==> src/rtl/pool_pkg.sv <==
// Shared types and sizing helpers for the pooling-layer write-address generators.
// Used by the P1 writer here and reusable by the C1/P2 write counters.
package pool_pkg;

    typedef enum logic [1:0] {
        StIdle  = 2'd0,
        StPrime = 2'd1,
        StRun   = 2'd2,
        StDone  = 2'd3
    } pool_wr_state_t;

    // Words in one square output map.
    function automatic int unsigned map_size(input int unsigned out_dim);
        return out_dim * out_dim;
    endfunction

    // Bits needed to hold a word index 0..map_size-1 (at least one bit).
    function automatic int unsigned idx_width(input int unsigned out_dim);
        int unsigned words;
        words = map_size(out_dim);
        return (words > 1) ? $clog2(words) : 1;
    endfunction

    // Bits needed to hold a row or column 0..out_dim-1 (at least one bit).
    function automatic int unsigned rc_width(input int unsigned out_dim);
        return (out_dim > 1) ? $clog2(out_dim) : 1;
    endfunction

endpackage

==> src/rtl/pool_rc_counter.sv <==
// Row/column/linear-index counter for one square output map.
// Advances once per write, holds on the last word, and raises last while there.
module pool_rc_counter
    import pool_pkg::*;
#(
    parameter int unsigned OUT_DIM = 12,
    parameter int unsigned IDX_W   = idx_width(OUT_DIM),
    parameter int unsigned RC_W    = rc_width(OUT_DIM)
) (
    input  logic             clk,
    input  logic             reset,
    input  logic             clear,
    input  logic             advance,
    output logic [IDX_W-1:0] idx,
    output logic [RC_W-1:0]  row,
    output logic [RC_W-1:0]  col,
    output logic             last
);

    localparam int unsigned MAP = map_size(OUT_DIM);

    logic [IDX_W-1:0] idx_q, idx_d;
    logic [RC_W-1:0]  row_q, row_d;
    logic [RC_W-1:0]  col_q, col_d;
    logic             last_word;

    assign last_word = (idx_q == IDX_W'(MAP - 1));

    always_comb begin
        idx_d = idx_q;
        row_d = row_q;
        col_d = col_q;
        if (clear) begin
            idx_d = '0;
            row_d = '0;
            col_d = '0;
        end else if (advance && !last_word) begin
            // The final write leaves every counter parked on the last word.
            idx_d = idx_q + IDX_W'(1);
            if (col_q == RC_W'(OUT_DIM - 1)) begin
                col_d = '0;
                row_d = row_q + RC_W'(1);
            end else begin
                col_d = col_q + RC_W'(1);
            end
        end
    end

    always_ff @(posedge clk or negedge reset) begin
        if (!reset) begin
            idx_q <= '0;
            row_q <= '0;
            col_q <= '0;
        end else begin
            idx_q <= idx_d;
            row_q <= row_d;
            col_q <= col_d;
        end
    end

    assign idx  = idx_q;
    assign row  = row_q;
    assign col  = col_q;
    assign last = last_word;

endmodule

==> src/rtl/pool_wr_addr_gen.sv <==
// Write-address generator for a pooled output map: one address per channel,
// a pipeline-fill delay after start, and a sticky done at the end of the frame.
module pool_wr_addr_gen
    import pool_pkg::*;
#(
    parameter int unsigned OUT_DIM = 12,
    parameter int unsigned N_CH    = 2,
    parameter int unsigned ADDR_W  = 9,
    parameter int unsigned BASE    = 0,
    parameter int unsigned LATENCY = 1
) (
    input  logic                             clk,
    input  logic                             reset,
    input  logic                             start,
    input  logic                             enable,
    input  logic                             in_valid,
    output logic                             wr_en,
    output logic [N_CH-1:0][ADDR_W-1:0]      addr,
    output logic [rc_width(OUT_DIM)-1:0]     row,
    output logic [rc_width(OUT_DIM)-1:0]     col,
    output logic                             busy,
    output logic                             done
);

    localparam int unsigned MAP   = map_size(OUT_DIM);
    localparam int unsigned IDX_W = idx_width(OUT_DIM);
    localparam int unsigned RC_W  = rc_width(OUT_DIM);
    localparam int unsigned DLY_W = (LATENCY > 0) ? $clog2(LATENCY + 1) : 1;

    if (longint'(N_CH) * longint'(MAP) + longint'(BASE) > (longint'(1) << ADDR_W))
    begin : g_addr_range_check
        $error("pool_wr_addr_gen: N_CH*OUT_DIM*OUT_DIM + BASE exceeds 2**ADDR_W");
    end

    pool_wr_state_t   state_q, state_d;
    logic [DLY_W-1:0] delay_q, delay_d;
    logic             cnt_clear;
    logic             cnt_last;
    logic [IDX_W-1:0] idx;

    assign wr_en = (state_q == StRun) && enable && in_valid;

    always_comb begin
        state_d   = state_q;
        delay_d   = delay_q;
        cnt_clear = 1'b0;
        unique case (state_q)
            StIdle, StDone: begin
                // A frame start clears the counters and, from DONE, drops done.
                if (enable && start) begin
                    cnt_clear = 1'b1;
                    if (LATENCY == 0) begin
                        state_d = StRun;
                    end else begin
                        state_d = StPrime;
                        delay_d = DLY_W'(LATENCY);
                    end
                end
            end
            StPrime: begin
                if (enable) begin
                    delay_d = delay_q - DLY_W'(1);
                    if (delay_q == DLY_W'(1)) begin
                        state_d = StRun;
                    end
                end
            end
            StRun: begin
                if (wr_en && cnt_last) begin
                    state_d = StDone;
                end
            end
            default: state_d = StIdle;
        endcase
    end

    always_ff @(posedge clk or negedge reset) begin
        if (!reset) begin
            state_q <= StIdle;
            delay_q <= '0;
        end else begin
            state_q <= state_d;
            delay_q <= delay_d;
        end
    end

    pool_rc_counter #(
        .OUT_DIM (OUT_DIM),
        .IDX_W   (IDX_W),
        .RC_W    (RC_W)
    ) u_rc_counter (
        .clk     (clk),
        .reset   (reset),
        .clear   (cnt_clear),
        .advance (wr_en),
        .idx     (idx),
        .row     (row),
        .col     (col),
        .last    (cnt_last)
    );

    // Addresses follow the registered index, so reset moves them at once.
    always_comb begin
        for (int k = 0; k < int'(N_CH); k++) begin
            addr[k] = ADDR_W'(BASE + k * MAP) + ADDR_W'(idx);
        end
    end

    assign busy = (state_q == StPrime) || (state_q == StRun);
    assign done = (state_q == StDone);

endmodule
==> config.mk <==
export PLATFORM = sky130hd
export DESIGN_NAME = pool_wr_addr_gen
export DESIGN_NICKNAME = d
export VERILOG_FILES = /design/src/rtl/pool_pkg.sv /design/src/rtl/pool_rc_counter.sv /design/src/rtl/pool_wr_addr_gen.sv
export SDC_FILE = /design/constraint.sdc
export NUM_CORES = 1
export LEC_CHECK = 0
export CORE_UTILIZATION = 48
export DETAILED_ROUTE_END_ITERATION = 6
export GPL_TIMING_DRIVEN = 0
export PLACE_DENSITY = 0.88
export REMOVE_ABC_BUFFERS = 1
export SLEW_MARGIN = 30
export SYNTH_ARGS = -nofsm -noshare
export SYNTH_HDL_FRONTEND = slang
export SYNTH_SLANG_ARGS = --single-unit
==> constraint.sdc <==
create_clock -name clk -period 2.2 [get_ports clk]
set_input_delay 0.44 -clock clk [delete_from_list [all_inputs] [get_ports clk]]
set_output_delay 0.44 -clock clk [all_outputs]
set_load 0.005 [all_outputs]
Yosys cells after proc, flatten, opt, wreduce, memory -nomap -nowiden
Index checks and enable logic that the tools add are counted.

Register bits: 19. Latch bits: 0. Bits in writable memories: 0. Bits in read-only memories: 0. Output and inout bits: 29. Word-level logic and storage cells: 52. Memories: 0.

Add/subtract/negate cells: 5. $mul: 0. Div/mod/pow operators: 0. $lt $le $gt $ge: 0. Equality and inequality tests: 9. Shift-type cells: 0. Multiplexer cells: 18. Bitwise gates (word level): 0. Reduce and logical (&&, ||, !) cells: 15.

Operators with widths (count): 4-bit two-way mux (6); 8-bit two-way mux (2); 8-bit by 8-bit adder with 9-bit output, first input constant (1); 4-bit by 1-bit adder with 4-bit output, second input constant (2); 8-bit by 1-bit adder with 8-bit output, second input constant (1); 8-bit equality test, second input constant (1); 2-bit two-way mux (4); 2-bit != test, second input constant (3); 2-bit case mux with 3 select lines (1); 2-bit nonzero test (3); 1-bit logical AND (5); 2-bit equality test, second input constant (2); 4-bit equality test, second input constant (1); 1-bit two-way mux (4); 4-bit AND reduction (1); 3-bit AND reduction (1); 2-bit by 1-bit equality test with 1-bit output, second input constant (1); 2-bit logical NOT (1); 2-bit by 1-bit != test with 1-bit output, second input constant (1); 1-bit case mux with 2 select lines (1); 2-bit AND reduction (1); 2-bit OR reduction (1); 1-bit logical NOT (1); 1-bit logical OR (1); 1-bit subtractor, second input constant (1).

Longest topological paths before layout
Gate-level depths: netlist (run 1).

Word-level depth: 6. Mapped depth: 7. Gate-level depth less buffers: 7.

By module
From an unflattened synthesis (run 1), not the netlist that was laid out.

Cells, all modules: 117. Area, all modules: 1173.6 um2.

Modules (own cells, without submodules): pool_rc_counter (times used 1, cells an instance 83, area each 872.1 um2, sequential area each 400.4 um2); pool_wr_addr_gen (times used 1, cells an instance 34, area each 301.5 um2, sequential area each 75.1 um2).

Worst setup path after synthesis (run 1)
No wires, ideal clock.

Kind: register to register. Start: register u_rc_counter.idx_q[4], in the netlist u_rc_counter.idx[4]. End: register state_q[0]. Arrival time: 1530 ps. Required time: 2079 ps. Slack: 549 ps. Stages on the path, launching flop included: 7. Period minus slack after synthesis: 1651 ps. Path through: dfrtp_1 -> inv_1 -> ha_1 -> nand4b_4 -> o31ai_4 -> o2111ai_1 -> a22o_1.

Word-level cells in the longest chain between the ends: 4.

RTL lines: from (decl) (RTL line pool_rc_counter.sv:22) `logic [IDX_W-1:0] idx_q, idx_d;`; from (signal assigned) (RTL line pool_rc_counter.sv:55) `idx_q <= idx_d;`; 8-bit equality test (RTL line pool_rc_counter.sv:27) `assign last_word = (idx_q == IDX_W'(MAP - 1));`; 1-bit logical AND (RTL line pool_wr_addr_gen.sv:69) `if (wr_en && cnt_last) begin`; 2-bit by 1-bit != test with 1-bit output (no source line); 4-bit AND reduction (no source line); to (signal assigned) (RTL line pool_wr_addr_gen.sv:79) `state_q <= StIdle;`; to (signal assigned) (RTL line pool_wr_addr_gen.sv:82) `state_q <= state_d;`; to (decl) (RTL line pool_wr_addr_gen.sv:35) `pool_wr_state_t state_q, state_d;`.

No other way between the ends. A chain may end at the register's enable or synchronous reset.

==> summary.txt, run 1 <==
Outcome: finished, final reports clean
Initial core utilization: 51.2%
Clock Skew: 0.00611 ns
Sum of negative setup slack: 0 ns
Drc violations: 0
Die width: 53.4 µm
TritonCTS clock tree: done
Diode count: 0
Antenna Nets Post-Route: 0
Num rows: 18
Critical path buffer and inverter count: 2
Dpl ws: -0.113 ns
CP Capture Type: output port
Height of the die: 53.4 µm
Yosys reg bits: 19
Post-synth EDFFs: 0
Commonest non-fill, non-tap cell in the layout: clkdlybuf4s50_1
Most frequent cells in the layout: clkdlybuf4s50_1, dfrtp_1, nor2_1
Core Area: 2480 µm²
Crit path max fanout: 4
Netlist cell types: 38
Clock-pin slew on the worst setup and hold paths: 0.11 ns
Max-slew headroom: 56.7%
Final Setup Violations: 0
Final Critical Period: 2.10 ns
Global-route wire length before repair: 4460 µm
Vias: 1021
Mapped Area: 1270 µm²
Pin count of the biggest net entering global routing: 20
Power per Cell Area: 715 nW/µm²
Mapped Cells: 123
Setup CP Type: flip-flop to output port
Filler Cells Inserted: 205
Synthesis-to-layout area growth: 30.3%
Seq/Total Area, Yosys: 37.5%
Port buffer count: 32
Nets: 172
Antenna violations before repair: 0
Hold Crit Class: input port to asynchronous set/reset pin
Detailed Routing Iterations Pass 1: 4
Async set or reset register ratio after synthesis: 100%
Clk_lat worst skew: 0.31 ns
Pins over their slew limit: 0
Switching Share: 36.7%
Avg WL per Cell: 14.5 µm
# H-tree levels: 1
CP peak stage delay: 0.51 ns
Post-synth top flop: dfrtp_1
Worst Tran Pin Value: 0.648 ns
Slowest CP cell: clkdlybuf4s50_1
Lkg Pwr: 0.820 nW
Synth warn: 0
Num CTS Buffers: 3
Seq pwr share: 38.9%
Worst setup SP type: flip-flop
Drt total wl: 2730 µm
Max Freq: 475 MHz
CP delay by family, top: buffers and inverters
Dpl hpwl: 2010 µm
GPL Wtd Cong: 0.847
Cell-by-cell trace of the critical path: buf_4 -> nand3_1 -> xor2_1 -> clkdlybuf4s50_1
Final period util: 95.7%
Switch Pwr: 0.434 mW
Int Power: 0.748 mW
Mean post-synth cell area: 10.3 µm²
Critical Path RT: 1.76 ns
Layout cells sized above 1: 15.8%
Crit path DAT: 1.66 ns
Pwr Total: 1.18 mW
Clock share of power: 15.8%
Max cap viols: 0
Peak supply drop: 0.648 mV
Grt ovf: 0
Via count of the first global-routing pass: 984
CTS Root Cell: clkbuf_4
Via-to-Cell Ratio: 5.43
Clock Tree Buf Depth: 2
Gr usage total: 22.3%
Combinational Power Share: 45.3%
DR iter-0 viols: 7
Final Hold Fails: 0
Die ar.: 2850 µm²
RSZ-0062 raised after global routing: false
Final setup margin: 0.0955 ns
Clock sink count: 19
Io pins: 34
worst paths after layout:
path | startpoint | to | slack [ns] | cells after the start
worst max-delay path | u_rc_counter.idx[4] | addr[16] | 0.1 | 4
worst min-delay path | reset | u_rc_counter.idx[5] | 0.05 | 1
worst max register to register | u_rc_counter.idx[4] | state_q[0] | 0.37 | 6
worst min register to register | u_rc_counter.row[3] | u_rc_counter.row[3] | 0.58 | 2
max in group asynchronous | reset | u_rc_counter.idx[4] | 1.82 | 1
min in group clk | u_rc_counter.row[3] | u_rc_counter.row[3] | 0.58 | 2
per-layer routing:
| metal | GRT usage (%) | routed length (µm) | vias up |
|---|---|---|---|
| met2 | 37.9 | 1370 | 34 |
| met1 | 26.4 | 1190 | 485 |
| li1 | - | - | 496 |
| met5 | 0 | 0 | - |
| met4 | 12.7 | 60 | 0 |
| met3 | 2.87 | 109 | 6 |
power groups by stage:
stage	logic (mW)	registers (mW)	clock network (mW)
2_1_floorplan	0.252	0.462	0
3_3_place_gp	0.438	0.462	0
3_5_place_dp	0.477	0.471	0
4_1_cts	0.527	0.461	0.195
5_1_grt	0.579	0.472	0.202
6_report	0.535	0.460	0.187
state kept, by name, indices dropped and copies added (netlist names):
register / count
u_rc_counter.idx: 8
u_rc_counter.col: 4
delay_q: 1
state_q: 2
u_rc_counter.row: 4
worst reg2reg max path: stages, from the launching register on:
cell and delay [ns]:
dfrtp_2 0.45, inv_1 0.13, ha_1 0.25, nand4b_4 0.22, o31ai_4 0.27, o2111ai_1 0.15
a22o_1 0.26
cells in the mapped netlist (2+ instances only):
cell | instances | area (µm²)
nor3_1 | 2 | 10.0
a21oi_1 | 5 | 25.0
inv_1 | 8 | 30.0
o2111ai_1 | 3 | 26.3
xor2_1 | 5 | 43.8
nand3_1 | 4 | 20.0
xnor2_1 | 5 | 43.8
nand4_1 | 2 | 12.5
o21ai_0 | 4 | 20.0
o211ai_1 | 2 | 15.0
nand2_1 | 7 | 26.3
buf_4 | 5 | 37.5
nor2_1 | 15 | 56.3
nor4_1 | 2 | 12.5
dfrtp_1 | 19 | 475
or3_1 | 2 | 12.5
mux2i_1 | 5 | 50.1
ha_1 | 8 | 100
area by class of cell:
cell class,instances,area [µm²],area share [%]
Multi-Input combinational cell,89,721,43.6
Sequential cell,19,477,28.8
Timing Repair Buffer,37,353,21.3
Inverter,9,38.8,2.35
Tap cell,30,37.5,2.27
Clock buffer,4,26.3,1.59
through the flow:
step           utilization, %  std cells  hold slack, ns  cell area, µm²
2_1_floorplan               -        117           0.144            1220
3_3_place_gp             63.7        179           0.544            1580
3_5_place_dp             63.8        179           0.567            1580
4_1_cts                  65.9        185           0.586            1630
5_1_grt                  66.7        188          0.0728            1650
6_report                 66.7        188          0.0542            1650
what timing repair did:
item,CTS,global route
hold buffers,0,0
setup endpoints to repair,2,4
gates resized for setup,4,3
setup buffers,2,3
kinds of logic after synthesis:
| family | count (synthesis) | synth area share (%) |
|---|---|---|
| AND/OR/NAND/NOR | 41 | 18.7 |
| AO/OA/AOI/OAI | 23 | 17.0 |
| flip-flops | 19 | 37.5 |
| buffers and inverters | 15 | 6.90 |
| XOR/XNOR | 10 | 6.90 |
| adder cells (fa/ha/maj) | 8 | 7.89 |
| multiplexers | 6 | 4.83 |
| other | 1 | 0.296 |
No activity file was read; power rests on OpenSTA's default activity.
==> run 2: changes to the inputs <==
RECOVER_POWER = 100   (was default)
==> run 2 against run 1 <==
Compared with the run above:
- maximum frequency fell by 0.28%
- via count rose by 0.20%
- wire length fell by 1.0%
- sequential power is essentially flat
- non-clock buffer count unchanged
- first-iteration DRC count unchanged
- critical path depth did not move
- cell count did not move
- sequential share of layout area is 1.2 points higher
- global-route usage is the same
- die area unchanged
- largest cell class unchanged
==> summary.txt, run 2 (synthesis gave the netlist of run 1 again) <==
Antenna Nets Post-Route: 0 (unchanged)
Hold Crit Class: input port to asynchronous set/reset pin
Lkg Pwr: 0.859 nW (+4.7%)
Drc violations: 0 (unchanged)
Clock-pin slew on the worst setup and hold paths: 0.11 ns (about the same)
Grt ovf: 0 (unchanged)
Initial core utilization: 51.2% (unchanged)
Max FFs per register: 8 (unchanged)
Layout cells sized above 1: 12.0% (-3.8 points)
CP Capture Type: output port
Seq. cell area: 477 µm² (unchanged)
Final setup margin: 0.0896 ns (-0.00589 ns)
Clock sink count: 19 (unchanged)
Dpl ws: -0.113 ns (unchanged)
Final Hold Fails: 0 (unchanged)
Crit path DAT: 1.67 ns (about the same)
Power per Cell Area: 719 nW/µm² (+0.53%)
Outcome: finished, final reports clean
Worst setup SP type: flip-flop
Sum of negative setup slack: 0 ns (unchanged)
Worst Tran Pin Value: 1.06 ns (+0.414 ns)
CP peak stage delay: 0.51 ns (about the same)
Filler Cells Inserted: 219 (+6.8%)
DR iter-0 viols: 7 (unchanged)
Die ar.: 2850 µm² (unchanged)
Crit path max fanout: 4 (unchanged)
Max Freq: 474 MHz (-0.28%)
CTS Root Cell: clkbuf_4
Num CTS Buffers: 3 (unchanged)
Placed cell count: 179 (unchanged)
R2R Setup Slk: 0.26 ns (-0.11 ns)
Dpl hpwl: 2010 µm (unchanged)
Avg WL per Cell: 14.4 µm (-1.0%)
Critical Path RT: 1.76 ns (about the same)
Most frequent cells in the layout: dlygate4sd3_1, dfrtp_1, nor2_1
Commonest non-fill, non-tap cell in the layout: dlygate4sd3_1
Max cap viols: 0 (unchanged)
Pwr Total: 1.14 mW (-3.4%)
Final period util: 95.9% (+0.27 points)
Multi-input logic area: 659 µm² (-8.5%)
Synthesis-to-layout area growth: 25.1%
Pin count of the biggest net entering global routing: 20 (unchanged)
Peak supply drop: 0.623 mV (-3.8%)
Vias: 1023 (+0.20%)
Final Setup Violations: 0 (unchanged)
Die width: 53.4 µm (unchanged)
Antenna violations before repair: 0 (unchanged)
RSZ-0062 raised after global routing: false
Max-slew headroom: 29.2% (-28 points)
Pins over their slew limit: 0 (unchanged)
Core Area: 2480 µm² (unchanged)
GPL Wtd Cong: 0.847 (unchanged)
Nets: 172 (unchanged)
Height of the die: 53.4 µm (unchanged)
Port buffer count: 32 (unchanged)
Global-route wire length before repair: 4460 µm (unchanged)
TritonCTS clock tree: done
Post-route cell area: 1590 µm² (-3.9%)
Via count of the first global-routing pass: 984 (unchanged)
Gr usage total: 22.3% (unchanged)
# H-tree levels: 1 (unchanged)
CTS Hold Buffers Added: 0 (unchanged)
Slowest CP cell: clkdlybuf4s50_1
Detailed Routing Iterations Pass 1: 4 (unchanged)
Diode count: 0 (unchanged)
Clk_lat worst skew: 0.31 ns (about the same)
Clock Tree Buf Depth: 2 (unchanged)
Drt total wl: 2700 µm (-1.0%)
Clock Skew: 0.00629 ns (+0.000175 ns)
DP Area: 1580 µm² (unchanged)
Cell-by-cell trace of the critical path: clkbuf_4 -> nand3_1 -> xor2_1 -> clkdlybuf4s50_1
Num rows: 18 (unchanged)
Final Critical Period: 2.11 ns (+0.00589 ns)
Final cell count without fillers: 188 (unchanged)
Setup CP Type: flip-flop to output port
Via-to-Cell Ratio: 5.44 (+0.20%)
Io pins: 34 (unchanged)
==> run 2: path summary, 6_finish.rpt <==
path / from / end / depth (start not counted)
hold reg to reg: u_rc_counter.row[3] / u_rc_counter.row[3] / 2
hold / removal: reset / u_rc_counter.idx[5] / 1
min in group clk: u_rc_counter.row[3] / u_rc_counter.row[3] / 2
setup / recovery: u_rc_counter.idx[4] / addr[16] / 4
max in group asynchronous: reset / u_rc_counter.idx[4] / 1
setup reg to reg: u_rc_counter.idx[4] / state_q[0] / 6
==> run 2: stage by stage <==
stage	hold WS (ns)	util [%]
floorplan	0.144	-
global placement	0.544	63.7
detailed placement	0.567	63.8
CTS	0.586	65.9
global route	0.351	64.1
finish	0.288	64.1
==> run 2: critical path, delay by kind of cell (launching register included) <==
family                    cells  cell delay, ns
xor gates and xnor gates      1            0.15
buffers and inverters         2            0.65
DFF                           1            0.44
and+or+nand+nor               1            0.11
==> run 2: area by class of cell <==
| cell class | count | area share, % |
|---|---|---|
| well taps | 30 | 2.36 |
| multi-input cells | 89 | 41.5 |
| clock buffers | 4 | 1.65 |
| repair buffers | 37 | 22.0 |
| flip-flops and latches | 19 | 30.0 |
| inverters | 9 | 2.44 |
==> run 2: metal layers <==
metal	up-vias	wire [µm]	global-route usage [%]
li1	498	-	-
met1	484	1160	26.4
met2	35	1360	37.9
met3	6	112	2.87
met4	0	63	12.7
met5	-	0	0
==> run 2: what timing repair did <==
item / CTS / global route
endpoints found under the setup margin: 2 / 4
pin swaps: 0 / 0
resized for setup: 4 / 3
setup buffers: 2 / 3
==> run 2: power breakdown <==
part           switching (mW)  internal (mW)  total, mW
combinational           0.249          0.247      0.496
clock                   0.116         0.0709      0.187
sequential             0.0580          0.401      0.459
total                   0.423          0.719       1.14
==> run 3: changes to the inputs <==
CORE_UTILIZATION = 40   (was 48)
PLACE_DENSITY = 0.77   (was 0.88)
==> run 3 against run 2 <==
Compared with the run above:
- wire length decreased by 1.6%
- critical path depth unchanged
- sequential share of layout area decreased by 0.22 points
- largest cell class unchanged
- sequential cell count unchanged
- clock-buffer cell count unchanged
==> summary.txt, run 3 (synthesis gave the netlist of run 1 again) <==
Core Area: 3030 µm² (+22%)
CTS Root Cell: clkbuf_4
Via-to-Cell Ratio: 5.25 (-3.6%)
Die width: 58.3 µm (+9.2%)
RSZ-0062 raised after global routing: false
DR iter-0 viols: 24 (+17)
Antenna Nets Post-Route: 0 (unchanged)
Lkg Pwr: 0.843 nW (-1.8%)
Height of the die: 58.3 µm (+9.2%)
Final Setup Violations: 0 (unchanged)
Antenna violations before repair: 0 (unchanged)
CTS Hold Buffers Added: 0 (unchanged)
Max FFs per register: 8 (unchanged)
Most frequent cells in the layout: dlygate4sd3_1, dfrtp_1, nor2_1
Dpl hpwl: 1880 µm (-6.7%)
Worst Reg-to-Reg Cells: 6 (unchanged)
FF-to-FF Start: u_rc_counter.idx[4]
Detailed Routing Iterations Pass 1: 4 (unchanged)
Pin count of the biggest net entering global routing: 20 (unchanged)
Global-route wire length before repair: 4390 µm (-1.5%)
Pwr Total: 1.12 mW (-1.8%)
Max-slew headroom: 28.3% (-0.90 points)
Final Critical Period: 2.12 ns (+0.0145 ns)
Gr usage total: 16.8% (-5.5 points)
Grt ovf: 0 (unchanged)
Worst r2r dst: u_rc_counter.col[0]
Pins over their slew limit: 0 (unchanged)
Port buffer count: 32 (unchanged)
Filler Cells Inserted: 295 (+35%)
Worst setup SP type: flip-flop
Max cap viols: 0 (unchanged)
Vias: 1044 (+2.1%)
Hold Crit Class: input port to asynchronous set/reset pin
Clock Skew: 0.00697 ns (+0.000682 ns)
Clock-pin slew on the worst setup and hold paths: 0.12 ns (about the same)
Num CTS Buffers: 3 (unchanged)
Drc violations: 0 (unchanged)
Setup CP Type: flip-flop to output port
Final period util: 96.6% (+0.66 points)
Max Freq: 471 MHz (-0.68%)
Clock sink count: 19 (unchanged)
DP Area: 1600 µm² (+1.1%)
Clk_lat worst skew: 0.31 ns (about the same)
Multi-input logic area: 676 µm² (+2.5%)
Seq. cell area: 475 µm² (-0.26%)
Clock Tree Buf Depth: 2 (unchanged)
GPL Wtd Cong: 0.752 (-11%)
Worst Tran Pin Value: 1.08 ns (+0.0135 ns)
Crit path max fanout: 5 (+1)
Avg WL per Cell: 13.4 µm (-7.0%)
Drt total wl: 2660 µm (-1.6%)
Via count of the first global-routing pass: 982 (-0.20%)
Peak supply drop: 0.385 mV (-38%)
Post-route cell area: 1600 µm² (+0.47%)
Outcome: finished, final reports clean
Io pins: 34 (unchanged)
Num rows: 20 (+2)
CP Capture Type: output port
CP startpoint: state_q[0]
Layout cells sized above 1: 10.3% (-1.7 points)
Critical Path RT: 1.76 ns (about the same)
Diode count: 0 (unchanged)
R2R Setup Slk: 0.22 ns (-0.04 ns)
Initial core utilization: 41.9% (-9.3 points)
TritonCTS clock tree: done
Final Hold Fails: 0 (unchanged)
Synthesis-to-layout area growth: 25.7%
Die ar.: 3400 µm² (+19%)
Commonest non-fill, non-tap cell in the layout: dlygate4sd3_1
Power per Cell Area: 703 nW/µm² (-2.3%)
Crit path DAT: 1.68 ns (about the same)
# H-tree levels: 1 (unchanged)
Nets: 169 (-1.7%)
run 3: worst max-delay path: stages, from the launching register on:
cell,delay (ns)
dfrtp_1,0.39
inv_1,0.09
ha_4,0.22
inv_1,0.14
clkdlybuf4s50_1,0.53
run 3: how the worst max path moves through the flow:
stage,end,slack [ns],cells past startpoint
after detailed placement,wr_en,-0.1,4
final,busy,0.08,4
after global placement,u_rc_counter.idx[5],-0.23,5
after CTS,wr_en,0.03,5
after global routing,busy,0.001,4
after floorplan,u_rc_counter.idx[5],0.47,6
run 3: layout make-up:
cell class | instances | share of cell area, %
flip-flops and latches | 19 | 29.8
repair buffers | 34 | 20.5
clock buffers | 4 | 1.65
well taps | 44 | 3.45
multi-input cells | 89 | 42.4
inverters | 9 | 2.27
run 3: metal layers:
metal	part of all wire (%)	global-route usage, %	routed length (µm)
met2	49	27.4	1290
met4	0.53	4.08	14
met5	0	0	0
met1	45	22.0	1200
met3	5.5	5.05	145
run 3: metrics by stage:
stage	hold WS (ns)	utilization [%]	worst slack, ns	setup TNS (ns)	cells
3_5_place_dp	0.570	52.8	-0.0954	-0.0954	193
5_1_grt	0.366	52.7	0.00112	0	199
6_report	0.294	52.7	0.0751	0	199
2_1_floorplan	0.144	-	0.471	0	117
3_3_place_gp	0.540	52.7	-0.234	-2.54	193
4_1_cts	0.596	54.2	0.0325	0	198
run 3: report_power, final:
| part | switching [mW] | leakage, nW | internal, mW | total, mW |
|---|---|---|---|---|
| Sequential | 0.0559 | 0.253 | 0.401 | 0.457 |
| Combinational | 0.237 | 0.575 | 0.241 | 0.478 |
| Clock | 0.116 | 0.0150 | 0.0708 | 0.187 |
run 3: what timing repair did:
item | in CTS | in global routing
gates resized for setup | 4 | 3
gates cloned | 0 | 0
buffers inserted | 1 | 1
setup endpoints to repair | 2 | 2
